**src/rtl/vpi_adder_pkg.sv**
```systemverilog
//======================================================================
// Module : vpi_adder_pkg
// Brief  : Shared mode encoding and channel-width helper for vpi_adder_pipe.
// Rev    : 1.0  initial release
//======================================================================
`default_nettype none

package vpi_adder_pkg;

    typedef enum logic [1:0] {
        MODE_ADD = 2'd0,
        MODE_SUB = 2'd1,
        MODE_ACC = 2'd2,
        MODE_CLR = 2'd3
    } mode_e;

    // Channel index is at least one bit wide, even for a single channel.
    function automatic int chw_of(input int n);
        return (n > 1) ? $clog2(n) : 1;
    endfunction

endpackage

`default_nettype wire

```
**src/rtl/vpi_acc_bank.sv**
```systemverilog
//======================================================================
// Module : vpi_acc_bank
// Brief  : NCH x (W+1) accumulator registers, one read and one write port.
//          VPI_ADDER_ACC_SAT_EN makes the accumulate sum saturate.
// Rev    : 1.0  initial release
//======================================================================
`default_nettype none

module vpi_acc_bank
    import vpi_adder_pkg::*;
#(
    parameter int W   = 8,
    parameter int NCH = 4,
    parameter int CHW = chw_of(NCH)
) (
    input  logic           clk,
    input  logic           rst_n,
    input  logic [CHW-1:0] rd_ch,
    input  logic [W-1:0]   add_val,
    output logic [W:0]     rd_data,
    output logic [W:0]     acc_sum,
`ifdef VPI_ADDER_ACC_SAT_EN
    output logic           acc_sat,
`endif
    input  logic           wr_en,
    input  logic [CHW-1:0] wr_ch,
    input  logic [W:0]     wr_data
);

    logic [W:0] r_acc [NCH];

    // Out-of-range channels read as zero.
    always_comb begin
        rd_data = '0;
        for (int i = 0; i < NCH; i++) begin
            if (rd_ch == CHW'(i)) begin
                rd_data = r_acc[i];
            end
        end
    end

`ifdef VPI_ADDER_ACC_SAT_EN
    logic [W+1:0] w_ext;
    assign w_ext   = {1'b0, rd_data} + {2'b00, add_val};
    assign acc_sat = w_ext[W+1];
    assign acc_sum = w_ext[W+1] ? {(W+1){1'b1}} : w_ext[W:0];
`else
    assign acc_sum = rd_data + {1'b0, add_val};
`endif

    always_ff @(posedge clk) begin
        if (!rst_n) begin
            for (int i = 0; i < NCH; i++) begin
                r_acc[i] <= '0;
            end
        end else if (wr_en) begin
            for (int i = 0; i < NCH; i++) begin
                if (wr_ch == CHW'(i)) begin
                    r_acc[i] <= wr_data;
                end
            end
        end
    end

endmodule

`default_nettype wire

```
**src/rtl/vpi_adder_pipe.sv**
```systemverilog
//======================================================================
// Module : vpi_adder_pipe
// Brief  : Two-stage valid/ready add/sub/accumulate/clear pipeline with
//          per-channel accumulators and a completion counter.
//          VPI_ADDER_ACC_SAT_EN enables ACC saturation and the acc_sat port.
// Rev    : 1.0  initial release
//======================================================================
`default_nettype none

module vpi_adder_pipe
    import vpi_adder_pkg::*;
#(
    parameter int W    = 8,
    parameter int NCH  = 4,
    parameter int CHW  = chw_of(NCH),
    parameter int CNTW = 32
) (
    input  logic            clk,
    input  logic            rst_n,
    input  logic            in_valid,
    output logic            in_ready,
    input  logic [1:0]      in_mode,
    input  logic [CHW-1:0]  in_ch,
    input  logic [W-1:0]    in_a,
    input  logic [W-1:0]    in_b,
    output logic            out_valid,
    input  logic            out_ready,
    output logic [1:0]      out_mode,
    output logic [CHW-1:0]  out_ch,
    output logic [W:0]      out_sum,
`ifdef VPI_ADDER_ACC_SAT_EN
    output logic            acc_sat,
`endif
    output logic [CNTW-1:0] txn_cnt
);

    localparam logic [CHW:0] c_nch = (CHW+1)'(NCH);

    logic           r_s1_valid;
    mode_e          r_s1_mode;
    logic [CHW-1:0] r_s1_ch;
    logic [W-1:0]   r_s1_a;
    logic [W-1:0]   r_s1_b;

    logic           w_adv;
    logic           w_accept;
    logic           w_move;
    logic           w_ch_ok;
    logic [W:0]     w_rd_data;
    logic [W:0]     w_acc_sum;
    logic [W:0]     w_result;
    logic           w_wr_en;
    logic [W:0]     w_wr_data;
`ifdef VPI_ADDER_ACC_SAT_EN
    logic           w_bank_sat;
    logic           w_sat;
`endif

    // in_ready depends only on registered state, out_ready and reset.
    assign w_adv    = !out_valid || out_ready;
    assign in_ready = rst_n && (!r_s1_valid || w_adv);
    assign w_accept = in_valid && in_ready;
    assign w_move   = r_s1_valid && w_adv;
    assign w_ch_ok  = ({1'b0, r_s1_ch} < c_nch);

    vpi_acc_bank #(
        .W   (W),
        .NCH (NCH),
        .CHW (CHW)
    ) u_bank (
        .clk     (clk),
        .rst_n   (rst_n),
        .rd_ch   (r_s1_ch),
        .add_val (r_s1_a),
        .rd_data (w_rd_data),
        .acc_sum (w_acc_sum),
`ifdef VPI_ADDER_ACC_SAT_EN
        .acc_sat (w_bank_sat),
`endif
        .wr_en   (w_wr_en),
        .wr_ch   (r_s1_ch),
        .wr_data (w_wr_data)
    );

    // Bad channel on ACC/CLR yields 0 and leaves the bank untouched.
    always_comb begin
        w_result  = '0;
        w_wr_en   = 1'b0;
        w_wr_data = '0;
`ifdef VPI_ADDER_ACC_SAT_EN
        w_sat     = 1'b0;
`endif
        case (r_s1_mode)
            MODE_ADD: w_result = {1'b0, r_s1_a} + {1'b0, r_s1_b};
            MODE_SUB: w_result = {1'b0, r_s1_a} - {1'b0, r_s1_b};
            MODE_ACC: begin
                if (w_ch_ok) begin
                    w_result  = w_acc_sum;
                    w_wr_en   = w_move;
                    w_wr_data = w_acc_sum;
`ifdef VPI_ADDER_ACC_SAT_EN
                    w_sat     = w_bank_sat;
`endif
                end
            end
            MODE_CLR: begin
                if (w_ch_ok) begin
                    w_result = w_rd_data;
                    w_wr_en  = w_move;
                end
            end
        endcase
    end

    always_ff @(posedge clk) begin
        if (!rst_n) begin
            r_s1_valid <= 1'b0;
            r_s1_mode  <= MODE_ADD;
            r_s1_ch    <= '0;
            r_s1_a     <= '0;
            r_s1_b     <= '0;
            out_valid  <= 1'b0;
            out_mode   <= '0;
            out_ch     <= '0;
            out_sum    <= '0;
`ifdef VPI_ADDER_ACC_SAT_EN
            acc_sat    <= 1'b0;
`endif
            txn_cnt    <= '0;
        end else begin
            if (w_accept) begin
                r_s1_valid <= 1'b1;
                r_s1_mode  <= mode_e'(in_mode);
                r_s1_ch    <= in_ch;
                r_s1_a     <= in_a;
                r_s1_b     <= in_b;
            end else if (w_adv) begin
                r_s1_valid <= 1'b0;
            end

            if (w_adv) begin
                out_valid <= r_s1_valid;
                if (r_s1_valid) begin
                    out_mode <= r_s1_mode;
                    out_ch   <= r_s1_ch;
                    out_sum  <= w_result;
`ifdef VPI_ADDER_ACC_SAT_EN
                    acc_sat  <= w_sat;
`endif
                end
            end

            if (out_valid && out_ready) begin
                txn_cnt <= txn_cnt + CNTW'(1);
            end
        end
    end

endmodule

`default_nettype wire

```
**config.mk**
```make
export PLATFORM = sky130hd
export DESIGN_NAME = vpi_adder_pipe
export DESIGN_NICKNAME = d
export VERILOG_FILES = /design/src/rtl/vpi_adder_pkg.sv /design/src/rtl/vpi_acc_bank.sv /design/src/rtl/vpi_adder_pipe.sv
export SDC_FILE = /design/constraint.sdc
export NUM_CORES = 1
export LEC_CHECK = 0
export ABC_CLOCK_PERIOD_IN_PS = 2620
export CAP_MARGIN = 20
export CORE_MARGIN = 5
export CORE_UTILIZATION = 44
export CTS_CLUSTER_SIZE = 16
export DETAILED_ROUTE_END_ITERATION = 8
export PLACE_DENSITY = 0.78
export SYNTH_ARGS = -nofsm -noshare
export SYNTH_HDL_FRONTEND = slang
export SYNTH_HIERARCHICAL = 1
export SYNTH_SLANG_ARGS = --single-unit
```
**constraint.sdc**
```tcl
create_clock -name clk -period 2.62 [get_ports clk]
set_input_delay 0.524 -clock clk [delete_from_list [all_inputs] [get_ports clk]]
set_output_delay 0.524 -clock clk [all_outputs]
set_load 0.01 [all_outputs]
```
## Word level (Yosys, flattened, before mapping)

Memory sizes are Yosys's and may differ from the RTL's.
Cells that the tools add are included.

- Logic and storage cells: 68
- Bits in registers: 67
- Memories: 1
- Input port bits: 24
- Bits in writable memories: 36

- Reductions and logical operators: 13
- Muxes and demuxes: 30
- Equal/unequal tests: 6
- Bitwise logic cells: 4
- Add/sub/neg operators: 4

Memories:

| name | words | width | read ports | clocked after Yosys merged registers in | write ports | RTL line | text |
|---|---|---|---|---|---|---|---|
| u_bank.r_acc | 4 | 9 | 4 | 0 | 4 | vpi_acc_bank.sv:30 | `logic [W:0] r_acc [NCH];` |

Operators by type and width:

| operator | count |
|---|---|
| two-way mux 9 bit | 9 |
| one-hot mux 9 bit (4 select lines) | 1 |
| adder 32 x 1 -> 32 bit (second input constant) | 1 |
| two-way mux 1 bit | 20 |
| adder 8 x 8 -> 9 bit | 1 |
| adder 9 x 8 -> 9 bit | 1 |
| subtractor 8 x 8 -> 9 bit | 1 |
| equality test 2 bit (second input constant) | 4 |
| equality test 2 x 1 -> 1 bit (second input constant) | 2 |
| logical AND 1 bit | 4 |
| logical NOT 2 bit | 2 |
| bitwise OR 1 bit | 4 |
| logical NOT 1 bit | 2 |
| logical OR 1 bit | 2 |
| AND reduction 2 bit | 1 |
| nonzero test 2 bit | 1 |
| OR reduction 2 bit | 1 |

## Logic depth before layout (Yosys ltp)

Gate-level depths: netlist of the first run.

- Depth in word-level cells: 8
- Depth in mapped cells: 13
- Depth with buffers taken out: 12

## By module

The synthesis of the first run kept the hierarchy.

Modules (own cells, without submodules):

| module | cells each | area an instance (um^2) | times used |
|---|---|---|---|
| vpi_adder_pipe | 422 | 3,435.8 | 1 |
| vpi_acc_bank | 140 | 1,924.3 | 1 |

## Worst setup path after synthesis of the first run

OpenSTA, ideal clock, no wires.

- Path type: flip-flop to flip-flop
- Start: register r_s1_ch[0]
- End: memory u_bank/r_acc[2][7] (netlist name), data pin
- Period minus slack after synthesis: 2.760 ns
- Setup slack: -0.140 ns
- Path buffers: 1
- Cell stages (with the launch flop): 10
- Arrival time: 2.505 ns
- Cell sequence: dfxtp_1 buf_6 mux4_2 ha_1 a21oi_2 nand2_1 a221o_1 a211o_1 and2_1 and2_1

RTL lines:

| item | RTL line | text |
|---|---|---|
| start, declared | vpi_adder_pipe.sv:41 | `logic [CHW-1:0] r_s1_ch;` |
| start signal, assigned | vpi_adder_pipe.sv:134 | `r_s1_ch <= in_ch;` |
| end, declared | vpi_acc_bank.sv:30 |  |

==> results of run 1 <==
## routing by layer
layer,up-vias,global-route usage [%],wire length (µm)
met3,25,4.677,727
met5,-,0,0
met1,2272,24.17,6142
met4,0,5.807,260
met2,131,33.78,7171
li1,2183,-,-
## cells by family after synthesis
family / share of synthesized area, %
compound gates: 8.544
xor+xnor: 6.046
fa+ha+maj: 4.949
buf+inv: 2.684
flops: 45.19
mux: 7.166
simple gates: 25.42
## worst max-delay path by stage
stage	startpoint	to	slack, ns	depth (start not counted)
2_1_floorplan	r_s1_ch[0]	u_bank/r_acc[2][7]	0.002	8
3_3_place_gp	r_s1_ch[0]	u_bank/r_acc[1][6]	-0.08	10
3_5_place_dp	r_s1_ch[0]	u_bank/r_acc[2][7]	-0.19	9
4_1_cts	r_s1_ch[0]	u_bank/r_acc[2][7]	-0.04	8
5_1_grt	r_s1_ch[0]	out_sum[7]	-0.21	11
6_report	r_s1_ch[0]	u_bank/r_acc[3][7]	-0.07	8
## final cells by class
class	instances	area share (%)
clock buffer	13	3.837
clock inverter	3	0.2546
inverter	14	0.7638
multi-input combinational	424	42.66
sequential	103	35.26
tap	147	2.673
timing repair buffer	109	14.55
## worst min-delay path, stage by stage (launching register included)
cell	delay, ns
dfxtp_1	0.32
nand2_1	0.06
a21oi_1	0.05
## flip-flops by register name, indices dropped and copies added, names as in the netlist
name,cells
out_valid,1
r_s1_valid,1
txn_cnt,32
r_s1_ch,2
out_sum,9
r_s1_a,8
u_bank/r_acc,36
out_ch,2
r_s1_mode,2
r_s1_b,8
out_mode,2
## metrics by stage
stage | setup TNS, ns | instances | total power [W] | utilization [%] | instance area, µm²
floorplan | 0 | 562 | 0.002259 | - | 5403
global placement | -1.064 | 793 | 0.002499 | 53.96 | 6455
detailed placement | -3.089 | 793 | 0.002525 | 53.96 | 6455
CTS | -0.1917 | 813 | 0.003809 | 56.83 | 6798
global route | -1.271 | 813 | 0.003994 | 57.52 | 6880
finish | -0.3404 | 813 | 0.003838 | 57.52 | 6880
## report_power, final
part | switching [W] | internal (W) | leakage (nW) | total (W)
logic | 0.000409 | 0.000378 | 1.59 | 0.000787
registers | 0.0000570 | 0.00171 | 0.919 | 0.00177
clock network | 0.000575 | 0.000706 | 0.145 | 0.00128
## timing repair
item,4_1_cts,5_1_grt
resized for setup,11,15
pin swaps,6,8
cloned,0,0
setup endpoints to repair,25,25
buffers inserted,4,0
## cell usage in the layout (no fill, tap or decap), types with 10 or more instances in the layout
| master | netlist | routed |
|---|---|---|
| buf_4 | 0 | 37 |
| mux2i_1 | 17 | 17 |
| a21oi_1 | 23 | 23 |
| nor2_1 | 42 | 42 |
| xnor2_1 | 20 | 19 |
| and2_1 | 48 | 43 |
| inv_1 | 14 | 15 |
| xor2_1 | 17 | 17 |
| clkdlybuf4s50_1 | 0 | 70 |
| nand2_1 | 81 | 80 |
| o21ai_0 | 20 | 16 |
| ha_1 | 18 | 10 |
| dfxtp_1 | 67 | 66 |
| edfxtp_1 | 36 | 36 |
| nand2b_1 | 16 | 16 |
| nand3_1 | 28 | 28 |
==> results.md, run 1 <==
- Post-synthesis net count: 606
- Most common cell in the netlist: nand2_1
- Synth top cells by count: nand2_1, dfxtp_1, and2_1
- Worst Setup End Kind: register
- Synth unique cells: 58
- WS Path Type: reg -> reg
- Worst EP required: 2.72 ns
- Cts hold-fix bufs: 0
- Later-pin clock latency in the skew report: 0.35 ns
- Top cells by area, synth: dfxtp_1, edfxtp_1, nand2_1, and2_1, ha_1
- Cts bufs inserted: 9
- Worst R2R Start: r_s1_ch[0]
- Critical-path cell list: buf_6, mux4_2, ha_4, and2b_4, a221o_1, a211o_1, and2_4, and2_1
- GR Overflow Total: 0
- Startpoint types: register
- Actual slew at the worst max-slew pin: 0.7246 ns
- Area leader, netlist: dfxtp_1
- Maximum clock rate: 0.3712 GHz
- Via count: 4611
- Ys Warns: 6
- Worst Clk Skew: 0.008506 ns
- Detail Route Antenna Nets: 0
- Root Buffer: clkbuf_16
- Starting density of the core: 44.81%
- GPL Wtd Cong: 0.8470
- Vias in the first global route: 4528
- Synth top area share: 25.02%
- Fin crit share: 102.8%
- Area Growth Syn to Fin: 28.36%
- Syn avg cell area: 9.538 µm²
- CP Buf/Inv Count: 1
- First-pass GRT wire length: 22580 µm
- # fillers: 977
- Dpl ws: -0.1907 ns
- Floorplan core area: 11960 µm²
- Max Cap Violations: 0
- WHS Path Cells: 2
- Area occupied by multi-input gates: 2935 µm²
- Pin count of the biggest net entering global routing: 39
- Routed WL: 14300 µm
- Async set-reset flop share out of synthesis: 0%
- Top_reg_cell synth: dfxtp_1
- Number of flops mapped to enable cells by yosys: 36
- Failing checks: negative setup slack
- NumNets Final: 705
- Row count: 40
- Share of layout cells above drive strength 1: 13.36%
- Initial antenna violation count: 0
- I/O Buffers: 70
- CP max-delay cell: mux4_2
- Clock sinks: 103
- DR WL/cell: 17.59 µm
- Sequential share of the synthesized area: 45.19%
- Top delay family on crit path: compound AO/OA/AOI/OAI gates
- CP peak stage delay: 0.55 ns
- RSZ-0062 raised after global routing: true
- #FFs+latches synth: 103
- Slew Limit Fails: 0
- First DRT Iteration DRCs: 379
- Hold worst-path end: out_ch[0]
- VDD IR max: 328.8 µV
- Max FO, Critical Path: 6
- Synth Cell Area: 5360 µm²
- CTS max path bufs: 2
- H-Tree Depth: 3
- DRC: 0
- Hold crit path type: reg -> reg
- Top Ports: 71
- Full die area: 14490 µm²
- R2R depth: 8
- Minimum hold slack: 0.4808 ns
- Die Ht: 120.4 µm
- Final setup margin: -0.07378 ns
- Die Width: 120.4 µm
- Sequential Area: 2426 µm²
- RR Endpoint: u_bank/r_acc[3][7]
- Pwr Density: 557.8 nW/µm²
- Final setup violation count: 5
- Drt first pass iters: 5
- Run status: finished, violations left
- Final min period: 2.694 ns
- Vias/cell: 5.672
- Flop-to-flop setup slack: -0.07 ns
- Antenna fix cells: 0
- Rel. slew slack: 51.59%
- Total GRT Usage: 19.52%
- CTS tree: done
- Fin. Hold Viols: 0
- Hold_sp: out_ch[0]
- HPWL Detailed: 10250 µm
- Clock-pin slew on the worst setup and hold paths: 0.07 ns
- Gate Count Post-Synth: 562
- Leak: 2.649 nW
- Worst Path Arrival: 2.80 ns
No activity file was read; power rests on OpenSTA's default activity.
==> run 2, diff against run 1 <==
Settings changed: CORE_MARGIN 5 to 1.5, CORE_UTILIZATION 44 to 50, PLACE_DENSITY 0.78 to 0.85.
==> run 2 against run 1 <==
- the run still ends with negative setup slack left
- count of clock-buffer cells in the layout fell by 4
- power is 1.8% lower
- flip-flop and latch count stayed put
- worst setup slack got worse by 0.090 ns
- critical path depth increased by 3
- combinational power increased by 9.4%
- hold slack is essentially flat
- largest cell class unchanged
- critical path type unchanged
- clock skew up 0.013 ns
- critical endpoint is now out_sum[7]
- sequential power barely moved
==> results.md, run 2 (synthesis gave the netlist of run 1 again) <==
- Area after DPL: 6381 µm²
- Worst R2R Start: r_s1_ch[0]
- Vias in the first global route: 4439
- Max reg flops: 36
- Pin count of the biggest net entering global routing: 46
- Maximum clock rate: 0.3592 GHz
- Critical Path Source: r_s1_ch[0]
- Dpl ws: -0.2289 ns
- Antenna fix cells: 0
- Total GRT Usage: 24.63%
- Cts hold-fix bufs: 0
- CTS tree: done
- Leak: 2.649 nW
- NumNets Final: 704
- Failing checks: negative setup slack
- Starting density of the core: 51.69%
- Startpoint types: register
- Worst Setup End Kind: register
- CP peak stage delay: 0.56 ns
- Max Cap Violations: 0
- HPWL Detailed: 9661 µm
- First DRT Iteration DRCs: 357
- Worst Clk Skew: 0.02179 ns
- Full die area: 11350 µm²
- Pwr Density: 544.0 nW/µm²
- CTS max path bufs: 2
- First-pass GRT wire length: 21870 µm
- RSZ-0062 raised after global routing: true
- Via count: 4665
- Final Power: 0.003769 W
- Fin crit share: 106.2%
- Run status: finished, violations left
- Critical-path cell list: buf_6, mux4_2, ha_4, a21oi_4, nand2_2, a221o_1, a211o_1, mux2i_2, nor3_1, a31oi_1, o21ai_1
- GR Overflow Total: 0
- Max FO, Critical Path: 6
- Die Ht: 106.5 µm
- DRC: 0
- Slew Limit Fails: 0
- Hold crit path type: reg -> reg
- RR Endpoint: out_sum[7]
- Flop-to-flop setup slack: -0.16 ns
- Clock sinks: 103
- Fin. Hold Viols: 0
- Actual slew at the worst max-slew pin: 0.8702 ns
- Rel. slew slack: 41.99%
- DR WL/cell: 17.87 µm
- Detail Route Antenna Nets: 0
- Share of layout cells above drive strength 1: 15.49%
- Later-pin clock latency in the skew report: 0.39 ns
- # fillers: 720
- WS Path Type: reg -> reg
- GPL Wtd Cong: 0.8493
- Final setup margin: -0.1636 ns
- H-Tree Depth: 3
- Root Buffer: clkbuf_8
- I/O Buffers: 70
- Top delay family on crit path: compound AO/OA/AOI/OAI gates
- Cts bufs inserted: 9
- Biggest register: u_bank/r_acc
- Worst EP required: 2.90 ns
- Initial antenna violation count: 0
- Worst Path Arrival: 3.06 ns
- Crit path to: out_sum[7]
- R2R depth: 11
- Floorplan core area: 10370 µm²
- Top Ports: 71
- Clock-pin slew on the worst setup and hold paths: 0.11 ns
- Worst path depth: 11
- Vias/cell: 5.824
- Final setup violation count: 22
- VDD IR max: 296.4 µV
- Commonest non-fill, non-tap cell in the layout: nand2_1
- Design area: 6928 µm²
- CP max-delay cell: mux4_2
- Final min period: 2.784 ns
- Most frequent cells in the layout: nand2_1, clkdlybuf4s50_1, dfxtp_1
- Die Width: 106.5 µm
- Drt first pass iters: 5
- Row count: 37
- CP Buf/Inv Count: 1
- Area Growth Syn to Fin: 29.25%
- Largest regs: u_bank/r_acc x36, txn_cnt x32, out_sum x9
- Routed WL: 14310 µm
-- run 2: cell types whose count changed in the layout (fill, tap and decap cells not counted), moves of 3 or more --
cell,before,now
clkbuf_16,9,0
buf_4,37,32
buf_6,2,5
clkbuf_8,2,9
-- run 2: metal layers --
layer | part of all wire, % | vias to the layer above | wire length (µm) | track usage, %
li1 | - | 2173 | - | -
met1 | 41 | 2261 | 5913 | 30.73
met2 | 49 | 198 | 7003 | 40.65
met3 | 7.3 | 33 | 1041 | 5.702
met4 | 2.5 | 0 | 352 | 11.14
met5 | 0 | - | 0 | 0
-- run 2: layout make-up --
| cell class | count | area [µm²] | share of cell area (%) |
|---|---|---|---|
| Clock buffer | 9 | 123.9 | 1.788 |
| Inverter | 14 | 52.55 | 0.7585 |
| Timing Repair Buffer | 108 | 1017 | 14.68 |
| Tap cell | 136 | 170.2 | 2.456 |
| Multi-Input combinational cell | 424 | 3033 | 43.78 |
| Sequential cell | 103 | 2426 | 35.02 |
| Clock inverter | 7 | 105.1 | 1.517 |
-- run 2: how the worst min path moves through the flow --
stage                from          to  depth (start not counted)
2_1_floorplan   r_s1_a[2]   r_s1_a[2]                          2
3_3_place_gp    out_ch[0]   out_ch[0]                          2
3_5_place_dp   out_sum[2]  out_sum[2]                          2
4_1_cts        out_sum[2]  out_sum[2]                          2
5_1_grt        out_sum[2]  out_sum[2]                          2
6_report        out_ch[1]   out_ch[1]                          2
-- run 2: power by group --
part / internal (W) / switching, W
clock: 0.000551 / 0.000588
sequential: 0.00171 / 0.0000583
combinational: 0.000409 / 0.000452
-- run 2: through the flow --
| step | TNS, ns | cells | hold slack, ns | utilization, % |
|---|---|---|---|---|
| floorplan | 0 | 562 | 0.4555 | - |
| global placement | -0.6837 | 774 | 0.4478 | 61.53 |
| detailed placement | -3.120 | 774 | 0.4537 | 61.53 |
| CTS | -0.6414 | 798 | 0.4696 | 65.43 |
| global route | -2.286 | 801 | 0.5009 | 66.81 |
| finish | -1.354 | 801 | 0.4809 | 66.81 |
-- run 2: worst min-delay path: stages, from the launching register on --
cell,delay [ns]
dfxtp_1,0.34
nand2_1,0.06
a21oi_1,0.05
-- run 2: timing repair --
action / in CTS / in global routing
endpoints found under the hold margin: 0 / 0
pin swaps: 13 / 11
buffers inserted: 8 / 3
gates cloned: 0 / 0
resized for setup: 23 / 23
setup endpoints to repair: 25 / 25
